## src/rtl/mem_dma_if.sv

```systemverilog
// mem_dma_if: command and data-memory port bundle between mem_dma and its environment
interface mem_dma_if #(
   parameter int WIDTH        = 16,
   parameter int D_ADDR_WIDTH = 8
);
   logic                    start;
   logic                    mode;
   logic [D_ADDR_WIDTH-1:0] src;
   logic [D_ADDR_WIDTH-1:0] dst;
   logic [D_ADDR_WIDTH-1:0] len;
   logic [WIDTH-1:0]        fill_val;
   logic                    busy;
   logic                    done;
   logic                    mem_write;
   logic [D_ADDR_WIDTH-1:0] mem_addr;
   logic [WIDTH-1:0]        mem_wdata;
   logic [WIDTH-1:0]        mem_rdata;
   modport master (
      input  start, mode, src, dst, len, fill_val, mem_rdata,
      output busy, done, mem_write, mem_addr, mem_wdata
   );
   modport slave (
      output start, mode, src, dst, len, fill_val, mem_rdata,
      input  busy, done, mem_write, mem_addr, mem_wdata
   );
endinterface

```

## src/rtl/mem_dma.sv

```systemverilog
// mem_dma: single-channel block copy / block fill DMA on a combinational-read, sync-write memory
module mem_dma #(
   parameter int WIDTH        = 16,
   parameter int D_ADDR_WIDTH = 8
) (
   input  logic      clk,
   input  logic      rst_n,
   mem_dma_if.master bus
);
   typedef enum logic [1:0] {IDLE, READ, WRITE, DONE} state_t;
   state_t                  r_state, w_next;
   logic [D_ADDR_WIDTH-1:0] r_sptr, r_dptr, r_cnt;
   logic                    r_mode;
   logic [WIDTH-1:0]        r_fill, r_buf;
   logic                    w_busy, w_done, w_write;
   logic [D_ADDR_WIDTH-1:0] w_addr;
   logic [WIDTH-1:0]        w_wdata;
   // state register; async reset returns to IDLE so a pending write is dropped at once
   always_ff @(posedge clk or negedge rst_n) begin
      if (!rst_n) r_state <= IDLE;
      else        r_state <= w_next;
   end
   // command latch on accepted start, then pointer/counter/buffer advance per word
   always_ff @(posedge clk or negedge rst_n) begin
      if (!rst_n) begin
         r_sptr <= '0;
         r_dptr <= '0;
         r_cnt  <= '0;
         r_mode <= 1'b0;
         r_fill <= '0;
         r_buf  <= '0;
      end else begin
         case (r_state)
            IDLE: if (bus.start) begin
               r_sptr <= bus.src;
               r_dptr <= bus.dst;
               r_cnt  <= bus.len;
               r_mode <= bus.mode;
               r_fill <= bus.fill_val;
            end
            READ: begin
               r_buf  <= bus.mem_rdata;
               r_sptr <= r_sptr + 1'b1;
            end
            WRITE: begin
               r_dptr <= r_dptr + 1'b1;
               r_cnt  <= r_cnt - 1'b1;
            end
            default: ;
         endcase
      end
   end
   // next state and memory/status outputs, decoded from registered state only
   always_comb begin
      w_next = r_state;
      case (r_state)
         IDLE:    if (bus.start) w_next = (bus.len == '0) ? DONE : (bus.mode ? WRITE : READ);
         READ:    w_next = WRITE;
         WRITE:   w_next = (r_cnt == D_ADDR_WIDTH'(1)) ? DONE : (r_mode ? WRITE : READ);
         default: w_next = IDLE;
      endcase
      w_busy  = (r_state == READ) || (r_state == WRITE);
      w_done  = (r_state == DONE);
      w_write = (r_state == WRITE);
      w_addr  = (r_state == READ) ? r_sptr : (r_state == WRITE) ? r_dptr : '0;
      w_wdata = (r_state == WRITE) ? (r_mode ? r_fill : r_buf) : '0;
   end
   assign bus.busy      = w_busy;
   assign bus.done      = w_done;
   assign bus.mem_write = w_write;
   assign bus.mem_addr  = w_addr;
   assign bus.mem_wdata = w_wdata;
endmodule

```

## src/flat_wrapper.sv

```systemverilog
// flat-port wrapper written by rule: the top's interface ports become plain ports
module mem_dma_flat 
#(
   parameter int WIDTH        = 16,
   parameter int D_ADDR_WIDTH = 8
)
  (clk, rst_n, bus_start, bus_mode, bus_src, bus_dst, bus_len, bus_fill_val, bus_mem_rdata, bus_busy, bus_done, bus_mem_write, bus_mem_addr, bus_mem_wdata);
  mem_dma_if #(.WIDTH(WIDTH), .D_ADDR_WIDTH(D_ADDR_WIDTH)) bus_i ();
  input  logic clk;
  input  logic rst_n;
  input wire logic [$bits(bus_i.start)-1:0] bus_start;
  input wire logic [$bits(bus_i.mode)-1:0] bus_mode;
  input wire logic [$bits(bus_i.src)-1:0] bus_src;
  input wire logic [$bits(bus_i.dst)-1:0] bus_dst;
  input wire logic [$bits(bus_i.len)-1:0] bus_len;
  input wire logic [$bits(bus_i.fill_val)-1:0] bus_fill_val;
  input wire logic [$bits(bus_i.mem_rdata)-1:0] bus_mem_rdata;
  output wire logic [$bits(bus_i.busy)-1:0] bus_busy;
  output wire logic [$bits(bus_i.done)-1:0] bus_done;
  output wire logic [$bits(bus_i.mem_write)-1:0] bus_mem_write;
  output wire logic [$bits(bus_i.mem_addr)-1:0] bus_mem_addr;
  output wire logic [$bits(bus_i.mem_wdata)-1:0] bus_mem_wdata;
  assign bus_i.start = bus_start;
  assign bus_i.mode = bus_mode;
  assign bus_i.src = bus_src;
  assign bus_i.dst = bus_dst;
  assign bus_i.len = bus_len;
  assign bus_i.fill_val = bus_fill_val;
  assign bus_i.mem_rdata = bus_mem_rdata;
  assign bus_busy = bus_i.busy;
  assign bus_done = bus_i.done;
  assign bus_mem_write = bus_i.mem_write;
  assign bus_mem_addr = bus_i.mem_addr;
  assign bus_mem_wdata = bus_i.mem_wdata;
  mem_dma #(.WIDTH(WIDTH), .D_ADDR_WIDTH(D_ADDR_WIDTH)) u_core (.clk(clk), .rst_n(rst_n), .bus(bus_i));
endmodule
```

## config.mk

```make
export PLATFORM = sky130hd
export DESIGN_NAME = mem_dma_flat
export DESIGN_NICKNAME = d
export VERILOG_FILES = /design/src/rtl/mem_dma_if.sv /design/src/rtl/mem_dma.sv /design/src/flat_wrapper.sv
export SDC_FILE = /design/constraint.sdc
export NUM_CORES = 1
export LEC_CHECK = 0
export CAP_MARGIN = 20
export CORE_MARGIN = 5
export CORE_UTILIZATION = 45
export DETAILED_ROUTE_END_ITERATION = 8
export GPL_ROUTABILITY_DRIVEN = 0
export PLACE_DENSITY = 0.77
export SLEW_MARGIN = 10
export SYNTH_ARGS = -nofsm -noshare
export SYNTH_HDL_FRONTEND = slang
export SYNTH_SLANG_ARGS = --single-unit
```

## constraint.sdc

```tcl
create_clock -name clk -period 1.5 [get_ports clk]
set_input_delay 0.3 -clock clk [delete_from_list [all_inputs] [get_ports clk]]
set_output_delay 0.3 -clock clk [all_outputs]
set_load 0.02 [all_outputs]
```

## Word-level counts from Yosys, hierarchy flattened

Cells that the tools add are included.

- Output and inout port bits: 27
- Input port bits: 60
- Word-level logic and storage cells: 39
- Register bits after elaboration: 59

- Equal/unequal tests: 5
- Reductions and logical operators: 8
- $add $sub $neg: 3
- Multiplexer cells: 16

Operator list:

| kind | number |
|---|---|
| $pmux 8 s2 | 3 |
| $mux 8 | 5 |
| $mux 16 | 2 |
| $add 8x1->8 const B | 2 |
| $mux 2 | 5 |
| $eq 8x1->1 const B | 1 |
| $logic_not 8->1 | 1 |
| $sub 8x1->8 const B | 1 |
| $pmux 2 s3 | 1 |
| $reduce_and 2->1 | 3 |
| $eq 2x2->1 const B | 2 |
| $reduce_bool 2->1 | 2 |
| $eq 2x1->1 const B | 1 |
| $logic_not 2->1 | 1 |
| $ne 2x2->1 const B | 1 |
| $logic_or 1x1->1 | 1 |

## Longest topological paths before layout

- Word-level depth: 4
- Mapped depth: 8
- Mapped depth without buffers: 6

## Worst setup path before layout

Ideal clock, no wire load.

- Kind: register -> output
- From: reg u_core.r_state[0]
- To: out bus_mem_wdata[10]
- Stages on the path, launching flop included: 8
- Path slack: -0.490 ns
- Arrival: 1.690 ns
- Path through: dfrtp_1 -> inv_1 -> ha_1 -> buf_2 -> inv_1 -> buf_2 -> buf_1 -> nor2_1

- Cells in the longest elaborated chain, start to end: 2

RTL lines:

| element | line | text |
|---|---|---|
| from (decl) | mem_dma.sv:11 | `state_t r_state, w_next;` |
| from (signal assigned) | mem_dma.sv:21 | `else r_state <= w_next;` |
| $eq 2x2->1 | - |  |
| named net bus_mem_write | flat_wrapper.sv:20 | `output wire logic [$bits(bus_i.mem_write)-1:0] bus_mem_write;` |
| $mux 16 | mem_dma.sv:66 | `w_wdata = (r_state == WRITE) ? (r_mode ? r_fill : r_buf) : '0;` |
| to (decl) | flat_wrapper.sv:22 | `output wire logic [$bits(bus_i.mem_wdata)-1:0] bus_mem_wdata;` |

The timed path passes the listed nets, and every way through them passes these cells.

## Worst setup path in the final report

- From: reg u_core.r_state[1]
- To: out bus_mem_addr[4]

- Cells in the longest elaborated chain, start to end: 3

RTL lines:

| element | line | text |
|---|---|---|
| $eq 2x2->1 | mem_dma.sv:65 | `w_addr = (r_state == READ) ? r_sptr : (r_state == WRITE) ? r_dptr : '0;` |
| $mux 8 | mem_dma.sv:65 |  |
| $mux 8 (*) | mem_dma.sv:65 |  |
| to (decl) | flat_wrapper.sv:21 | `output wire logic [$bits(bus_i.mem_addr)-1:0] bus_mem_addr;` |

Mark *: on every way between the ends. The rest lies on a longest branch, timed or not.

==> flow_metrics.env <==
export IMPL_core_sq_um=7330
export IMPL_drive_above_1_share_pct=51.4
export IMPL_tightest_slew_ns=0.521
export IMPL_ys_seq_area_share_pct=43.1
export IMPL_crit_top_cell="buf_6"
export IMPL_area_growth_pct=80.4
export IMPL_path_max_fanout=6
export IMPL_violations="setup timing"
export IMPL_ff_latch_area_sq_um=1480
export IMPL_place_inst=556
export IMPL_instances_no_fill=611
export IMPL_rows=31
export IMPL_syn_inst=337
export IMPL_slowest_stage="dfrtp_1"
export IMPL_fin_crit_sh_pct=134
export IMPL_critPathBufInv=4
export IMPL_die_h_um=97.2
export IMPL_slowest_delay_ns=0.39
export IMPL_io_buffers=86
export IMPL_grt_max_degree=60
export IMPL_clkPwrFrac_pct=10.3
export IMPL_die_w_um=97.2
export IMPL_drt_initial_drc_count=244
export IMPL_vias=3754
export IMPL_relSlewSlack_pct=65.0
export IMPL_setup_viol=70
export IMPL_cts_root_buf="clkbuf_8"
export IMPL_n_antenna_cell=0
export IMPL_switching_power_mw=6.20
export IMPL_hp_class="input port to asynchronous set/reset pin"
export IMPL_synth_warnings=0
export IMPL_dr_pass1_iters=7
export IMPL_cts_max_path_buffers=2
export IMPL_clkSinkCount=59
export IMPL_syn_area_sq_um=3420
export IMPL_ioPinCount=87
export IMPL_routed_wl_mm=14.1
export IMPL_grt_overflow=0
export IMPL_combPwrFrac_pct=68.8
export IMPL_syn_avg_cell_area_sq_um=10.2
export IMPL_fillers=340
export IMPL_fmax_ghz=0.498
export IMPL_period_needed_ns=2.01
export IMPL_grt_setup_unrepaired="yes"
export IMPL_drv_cap=0
export IMPL_dieArea_sq_um=9450
export IMPL_crit_arrival_ns=1.71
export IMPL_final_max_slew_violation_count=0
export IMPL_syn_nets=405
export IMPL_path_class="register to output port"
export IMPL_power_density_nw_per_um2=2410
export IMPL_seqPwrFrac_pct=20.9
export IMPL_cts_buffers=9
export IMPL_final_nets=577
export IMPL_synth_edf_count=0
export IMPL_setup_tns_ns=-24.62
export IMPL_drtAntennaViolNets=0
export IMPL_insertion_delay_ns=0.36
export IMPL_status="finished with violations"
export IMPL_cts_tree="done"
export IMPL_cell_internal_pwr_mw=8.70
export IMPL_ys_flop_type="dfrtp_1"
export IMPL_grt_pass1_wl_mm=19.4
export IMPL_yosys_register_bits=59
export IMPL_startpoint_type="register"
export IMPL_hold_slack_ns=0.468
export IMPL_total_leakage_power_nw=2.69
export IMPL_setup_worst_path_end_class="output port"
export IMPL_worst_slack_ns=-0.508
export IMPL_netSwitchingFraction_pct=41.6
export IMPL_vias_per_cell=6.14
export IMPL_clock_skew_ns=0.0112
export IMPL_max_vdd_ir_drop_v=0.00133
export IMPL_drc_errors=0
export IMPL_grt_usage_pct=25.4
export IMPL_ys_types=43
export IMPL_ys_async_sr_fraction_pct=100
export IMPL_clk_pin_slew_ns=0.07
export IMPL_cp_required_ns=1.20
export IMPL_htree_levels=3
export IMPL_antenna_found_initial=0
export IMPL_multi_input_area_sq_um=2300
export IMPL_routedWlPerCell_um=23.1
export IMPL_hold_viol=0
export IMPL_initial_core_util_pct=46.7
export IMPL_hpwlAfterDp_mm=6.70
export IMPL_path_delay_family="buffers and inverters"
export IMPL_grt_pass1_vias=3766
export IMPL_crit_path_cell_trace="buf_6 -> ha_4 -> inv_6 -> nor2_4 -> buf_6 -> nand2_2 -> o21ai_2 -> buf_6"
==> layout make-up <==
cell class / count / area share, %
clock buffers: 12 / 2.67
clock inverters: 2 / 0.567
multi-input cells: 244 / 37.2
well taps: 99 / 2.01
repair buffers: 187 / 33.1
inverters: 8 / 0.567
flip-flops and latches: 59 / 23.9
==> per-layer routing <==
| metal | GRT usage, % | wire [um] |
|---|---|---|
| met5 | 0 | 0 |
| met4 | 11.6 | 712 |
| met3 | 7.54 | 1210 |
| met2 | 42.7 | 7000 |
| met1 | 29.9 | 5180 |
==> power by group through the flow <==
stage / Sequential (mW) / Clock, mW / Combinational, mW
finish: 3.12 / 1.53 / 10.2
floorplan: 2.93 / 0 / 4.37
global placement: 2.93 / 0 / 6.61
global route: 3.19 / 1.63 / 10.7
CTS: 2.97 / 1.52 / 8.77
detailed placement: 2.97 / 0 / 6.76
==> logic make-up (layout without fill, tap and decap cells) <==
logic type	count (synthesis)	after routing	share of synthesized area (%)
and+or+nand+nor	81	81	11.3
AOI/OAI and AO/OA	97	97	18.7
muxes	58	58	18.1
buffers and inverters	34	209	5.81
adders and majority gates	8	8	2.92
DFF	59	59	43.1
==> path summary, 6_finish.rpt <==
path | from | endpoint | slack [ns] | cells after the start
worst min-delay path | rst_n | u_core.r_dptr[2] | 0.47 | 3
worst max register to register | u_core.r_state[0] | u_core.r_dptr[4] | -0.47 | 12
worst max-delay path | u_core.r_state[1] | bus_mem_addr[4] | -0.51 | 8
worst min register to register | u_core.r_buf[6] | u_core.r_buf[6] | 0.51 | 1
max in group asynchronous | rst_n | u_core.r_mode | 0.71 | 3
min in group clk | u_core.r_buf[6] | u_core.r_buf[6] | 0.51 | 1
==> worst min-delay path, delay by kind of cell <==
kind	cells	cell delay, ns
buffers and inverters	3	0.92
==> cells in the final DEF, fill, tap and decap left out, types with 5 or more instances in the layout <==
cell and count:
clkdlybuf4s50_1 58, buf_6 56, inv_1 5, o21ai_2 5, mux2_4 16, nor2_4 13, clkbuf_8 12, buf_8 6
o22a_1 14, nor2_2 7, nand3_1 9, a21oi_1 18, buf_12 11, o21ai_1 8, nand2_2 8, nor2_1 6
dfrtp_1 58, mux2_2 16, buf_4 49, nand3_2 5, mux2i_1 23, o22ai_1 11, a21oi_2 7, o22ai_2 10
==> flip-flops by register name (all words and copies together), names as in the netlist <==
| name | count |
|---|---|
| u_core.r_sptr | 8 |
| u_core.r_state | 2 |
| u_core.r_fill | 16 |
| u_core.r_dptr | 8 |
| u_core.r_mode | 1 |
| u_core.r_cnt | 8 |
| u_core.r_buf | 16 |
==> synth_stat cells (all sizes together), types with 8 or more instances <==
| master | instances | share of area, % |
|---|---|---|
| a21oi | 25 | 3.7 |
| o22ai | 22 | 4.0 |
| inv | 8 | 0.88 |
| nand3 | 15 | 2.2 |
| buf | 19 | 3.3 |
| mux2i | 26 | 7.6 |
| nor2 | 26 | 2.9 |
| o21ai | 15 | 2.2 |
| mux2 | 32 | 11 |
| dfrtp | 59 | 43 |
| ha | 8 | 2.9 |
| o22a | 14 | 3.6 |
| nand2 | 16 | 1.8 |
==> timing repair <==
action,in CTS,in global routing
endpoints found under the hold margin,59,0
gates resized for setup,256,72
setup endpoints to repair,85,71
gates cloned,6,2
setup buffers,23,15
hold buffers,1,0
pin swaps,27,31
==> metrics by stage <==
| step | setup slack (ns) | area, sq um | total power, mW | util (%) |
|---|---|---|---|---|
| after floorplan | -0.0574 | 3590 | 7.30 | - |
| after global placement | -0.529 | 4870 | 9.54 | 66.5 |
| after detailed placement | -0.550 | 4870 | 9.73 | 66.5 |
| after CTS | -0.421 | 5820 | 13.3 | 79.4 |
| after global routing | -0.564 | 6180 | 15.5 | 84.3 |
| final | -0.508 | 6180 | 14.9 | 84.3 |
Note: power is estimated with default switching activity, not from simulation.
